<file path="src/rtl/decoder_scan.sv">
// Registered one-hot decoder driving register-file write enables, with an optional
// sequential sweep (clear/init) mode compiled in when DECODER_SCAN_EN is defined.
module decoder_scan #(
  parameter int SEL_W     = 3,
  parameter int SCAN_HOLD = 1
) (
  input  logic                  clk,
  input  logic                  reset,
  output logic [2**SEL_W-1:0]   d,
  input  logic [SEL_W-1:0]      sel,
  input  logic                  en,
  input  logic                  scan_start,
  output logic                  scan_busy,
  output logic                  scan_done,
  output logic [SEL_W-1:0]      scan_idx
);
  localparam int N_OUT = 2**SEL_W;

  logic [N_OUT-1:0] dec_d;
  logic [N_OUT-1:0] d_q;

  always_comb begin
    dec_d = '0;
    if (en) dec_d[sel] = 1'b1;
  end

  assign d = d_q;

`ifdef DECODER_SCAN_EN
  localparam int HW = (SCAN_HOLD > 1) ? $clog2(SCAN_HOLD) : 1;

  typedef enum logic {IDLE, SCAN} state_t;

  state_t           state_q;
  logic [HW-1:0]    hold_q;
  logic [SEL_W-1:0] idx_q;
  logic             busy_q, done_q;

  always_ff @(posedge clk or posedge reset) begin
    if (reset) begin
      state_q <= IDLE;
      d_q     <= '0;
      hold_q  <= '0;
      idx_q   <= '0;
      busy_q  <= 1'b0;
      done_q  <= 1'b0;
    end else begin
      case (state_q)
        IDLE: begin
          done_q <= 1'b0;
          // A sweep request wins over a normal decode on the same edge.
          if (scan_start) begin
            state_q <= SCAN;
            d_q     <= {{(N_OUT-1){1'b0}}, 1'b1};
            idx_q   <= '0;
            hold_q  <= '0;
            busy_q  <= 1'b1;
          end else begin
            d_q <= dec_d;
          end
        end
        SCAN: begin
          if (hold_q == HW'(SCAN_HOLD-1)) begin
            hold_q <= '0;
            if (idx_q == '1) begin
              // Exit edge deliberately skips decoding en/sel.
              state_q <= IDLE;
              d_q     <= '0;
              idx_q   <= '0;
              busy_q  <= 1'b0;
              done_q  <= 1'b1;
            end else begin
              idx_q <= idx_q + 1'b1;
              d_q   <= d_q << 1;
            end
          end else begin
            hold_q <= hold_q + 1'b1;
          end
        end
        default: state_q <= IDLE;
      endcase
    end
  end

  assign scan_busy = busy_q;
  assign scan_done = done_q;
  assign scan_idx  = idx_q;
`else
  logic unused_scan_start;
  assign unused_scan_start = scan_start;

  always_ff @(posedge clk or posedge reset) begin
    if (reset) d_q <= '0;
    else       d_q <= dec_d;
  end

  assign scan_busy = 1'b0;
  assign scan_done = 1'b0;
  assign scan_idx  = '0;
`endif

endmodule

</file>
<file path="config.mk">
export PLATFORM = sky130hd
export DESIGN_NAME = decoder_scan
export DESIGN_NICKNAME = d
export VERILOG_FILES = /design/src/rtl/decoder_scan.sv
export SDC_FILE = /design/constraint.sdc
export NUM_CORES = 1
export LEC_CHECK = 0
export ABC_AREA = 0
export CAP_MARGIN = 10
export CORE_AREA = 2 2 39 41
export DETAILED_ROUTE_END_ITERATION = 6
export DIE_AREA = 0 0 41 43
export PLACE_DENSITY_LB_ADDON = 0.12
export SKIP_CTS_REPAIR_TIMING = 1
export SYNTH_ARGS = -nofsm -noshare
export SYNTH_HDL_FRONTEND = slang
export SYNTH_SLANG_ARGS = --single-unit
</file>
<file path="constraint.sdc">
create_clock -name clk -period 0.8 [get_ports clk]
set_input_delay 0.16 -clock clk [delete_from_list [all_inputs] [get_ports clk]]
set_output_delay 0.16 -clock clk [all_outputs]
set_load 0.05 [all_outputs]
</file>
# Word-level counts from Yosys, hierarchy flattened
# Index checks and enable logic that the tools add are counted.
[word_totals]
register_bits = 8
in_bits = 7
output_inout_bits = 13
elab_cells = 7
[op_classes]
order_cmp = 2
n_mux = 3
n_reduce_logical = 1
[op_table]
columns = ["op", "count"]
rows = [
  ["8-bit 2-to-1 mux", 1],
  ["3-bit by 4-bit < comparator with 1-bit output, second input constant", 1],
  ["1-bit demux with 3-bit select", 1],
  ["3-bit by 1-bit greater-or-equal comparator with 1-bit output, second input constant", 1],
  ["1-bit logical AND", 1],
  ["1-bit 2-to-1 mux", 1],
]

# Longest topological paths before layout
# Gate-level depths: netlist of run 1.
[depth]
word_depth = 5
depth_mapped = 1
depth_no_buf = 1

# Least setup slack after synthesis of run 1
# Ideal clock, no wire load.
[synth_timing]
kind = "register to output"
start = "register d_q[0], in the netlist d[0]"
end = "output d[0]"
t_arrival_ns = 0.586
required_ns = 0.640
path_slack_ns = 0.054
path_stages_with_launch = 1
path_buffers = 0
path_cell_list = "dfrtp_1"
[synth_rtl]
columns = ["element", "line", "text"]
rows = [
  ["start, declared", "20", "logic [N_OUT-1:0] d_q;"],
  ["start signal, assigned", "93", "if (reset) d_q <= '0;"],
  ["start signal, assigned", "94", "else d_q <= dec_d;"],
  ["end, declared", "9", "output logic [2**SEL_W-1:0] d,"],
]
# No word-level cell between the ends.

# Final worst setup path of run 1
[layout_timing]
start = "register d_q[1], in the netlist d[1]"
end = "output d[1]"
# No word-level cell between the ends.

==> results of run 1 <==
cells in the final DEF (no fill, tap or decap), drive strengths merged:
master         netlist  routed
and4                 1       1
and4b                3       3
and4bb               3       3
buf                  5       8
clkbuf               0       3
clkdlybuf4s50        0       1
conb                 1       5
dfrtp                8       8
dlymetal6s2s         0       4
inv                  1       1
nor4b                1       1
report_power, final:
| part | leakage (nW) | switching [mW] | internal, mW |
|---|---|---|---|
| Sequential | 0.110 | 0.00841 | 0.416 |
| Combinational | 0.184 | 0.121 | 0.0719 |
| Clock | 0.0138 | 0.113 | 0.170 |
worst paths after layout:
| kind | startpoint | to |
|---|---|---|
| setup / recovery | d[1]$_DFF_PP0_ | d[1] |
| min in group clk | sel[2] | d[0]$_DFF_PP0_ |
| hold / removal | reset | d[4]$_DFF_PP0_ |
| max in group asynchronous | reset | d[2]$_DFF_PP0_ |
per-stage QoR:
| step | setup slack (ns) | utilization [%] |
|---|---|---|
| detailed placement | -0.351 | 39.6 |
| finish | -0.154 | 42.0 |
| global route | -0.196 | 42.0 |
| floorplan | 0.0541 | - |
| global placement | -0.297 | 39.6 |
| CTS | -0.174 | 41.2 |
kinds of logic (layout without fill, tap and decap cells):
kind of cell           Yosys count  count (layout)
DFF                              8               8
and+or+nand+nor                  8               8
buffers and inverters            6              17
other                            1               5
final cells by class:
type	count	area [um2]	share of cell area (%)
clock buffers	3	22.5	3.88
flip-flops and latches	8	200	34.5
inverters	1	3.75	0.647
well taps	16	20.0	3.45
repair buffers	13	220	37.9
multi-input cells	13	114	19.6
metal layers:
metal | up-vias | global-route usage, % | part of all wire [%]
li1 | 103 | - | -
met1 | 104 | 8.05 | 36
met2 | 19 | 11.9 | 50
met3 | 2 | 3.14 | 11
met4 | 0 | 12.0 | 2.5
met5 | - | 0 | 0
==> flow_summary.toml, run 1 <==
[outcome]
status = "complete, but fails checks"
violations = "setup timing"

[die]
placementRows = 14
fp.coreArea_mm2 = 0.00138
initial_core_util_pct = 24.6
io_pins = 20
dieArea_mm2 = 0.00176
die_h_um = 43
dieWidth_um = 41

[global_routing]
overflow = 0
grtUsageTotal_pct = 8.75
grt_pass1_wl_um = 917
antenna_found_initial = 0
grt_max_degree = 9
grt_pass1_vias = 220

[synth]
ys_ff_latch = 8
synth_top_cell_by_area = "dfrtp_1"
yosys-top-cells-area = "dfrtp_1 (59%), buf_4 (11%), and4bb_1 (7.4%), and4b_2 (6.6%), nor4b_2 (4.4%)"
synth.most_common_cell = "dfrtp_1"
synthSimpleGateAreaFrac_pct = 27.9
yosysWarnings = 0
netlist_area_um2 = 340
yosysSeqAreaShare_pct = 58.8
ys_types = 10
avgSynthCellArea_um2 = 14.8
synthXorXnorAreaFrac_pct = 0
synthMuxAreaShare_pct = 0
synth_ff_type = "dfrtp_1"
synth_top_area_share_pct = 58.8
async_reset_ff_share_pct = 100
synth_top_family_by_area = "simple AND/OR/NAND/NOR gates"
netlist_instances = 23
synth_edf_count = 0
synth_top_cells_by_count = "dfrtp_1 (8), buf_4 (5), and4b_2 (2), and4bb_1 (2)"
synth_compound_area_share_pct = 0
synthAdderAreaFrac_pct = 0

[critical_path]
worst-path-buf-inv = 1
path_class = "reg -> out"
crit_path_start_kind = "flop"
slowest_stage = "dfrtp_1"
crit_path_end_kind = "primary output"
cp.arrival_ns = 0.79
crit_chain = "buf_12"
cp_top_family = "flip-flops"
cp.required_ns = 0.64
slowest_delay_ns = 0.39
cp_num_cells = 1
crit_path_max_fanout = 1

[detailed_routing]
antenna_left = 0
remaining_drc_errors = 0
drt_pass1_iterations = 3
wire_per_inst_um = 10.5
drtIter0Drc = 1
avgViaCountPerCell = 4.22
wl_um = 566
vias = 228

[clocking]
htree_levels = 1
clkSinkCount = 8
cts_buffer_depth = 2
cts_made_buffers = 3
path_clk_slew_ns = 0.05
root_buffer = "clkbuf_4"
cts_tree = "yes"

[sta]
hold_viol = 0
worst_slack_ns = -0.154
fin_setup_tns_ns = -1.18
setup_violations = 8
hold_ws_ns = 0.152
rsz0062_at_grt = "true"
drv_slew = 0
fmax_ghz = 1.05
fin_crit_ns = 0.954
post-route-period-util_pct = 119

[job]
maxCapViolations = 0

[final_layout]
antenna_cells = 0
final_net_count = 47
largest_register_ffs = 8
design_area_um2 = 581
fill_cells = 126
drive_above_1_share_pct = 42.1
fin_cells = 54
syn2layout_area_growth_pct = 70.6

[place]
gp_congestion = 0.681
placed_cell_area_um2 = 548
place_inst = 51
portBuffers = 13

[pwr]
vdd_drop_max_v = 0.000468
p_leak_nw = 0.307
power_density_mw_per_mm2 = 1550
total_power_mw = 0.901

[hold_path]
hold_path_class = "in -> async"
Note: power is estimated with default switching activity, not from simulation.
==> run 2: changes to the inputs <==
Settings changed: MAX_ROUTING_LAYER set to met4.
==> results of run 2 <==
The final DEF is identical to that of run 1; final timing and power are the same.
Among the figures that moved: final weighted congestion in routability-driven placement 0.681 -> 0.688; overall routing resource usage 8.75% -> 8.97%
==> run 3: changes to the inputs <==
Settings changed: ABC_CLOCK_PERIOD_IN_PS set to 800.
==> results of run 3 <==
The final DEF is identical to that of run 1; final timing and power are the same.
Among the figures that moved: final weighted congestion in routability-driven placement 0.681 -> 0.688; overall routing resource usage 8.75% -> 8.97%
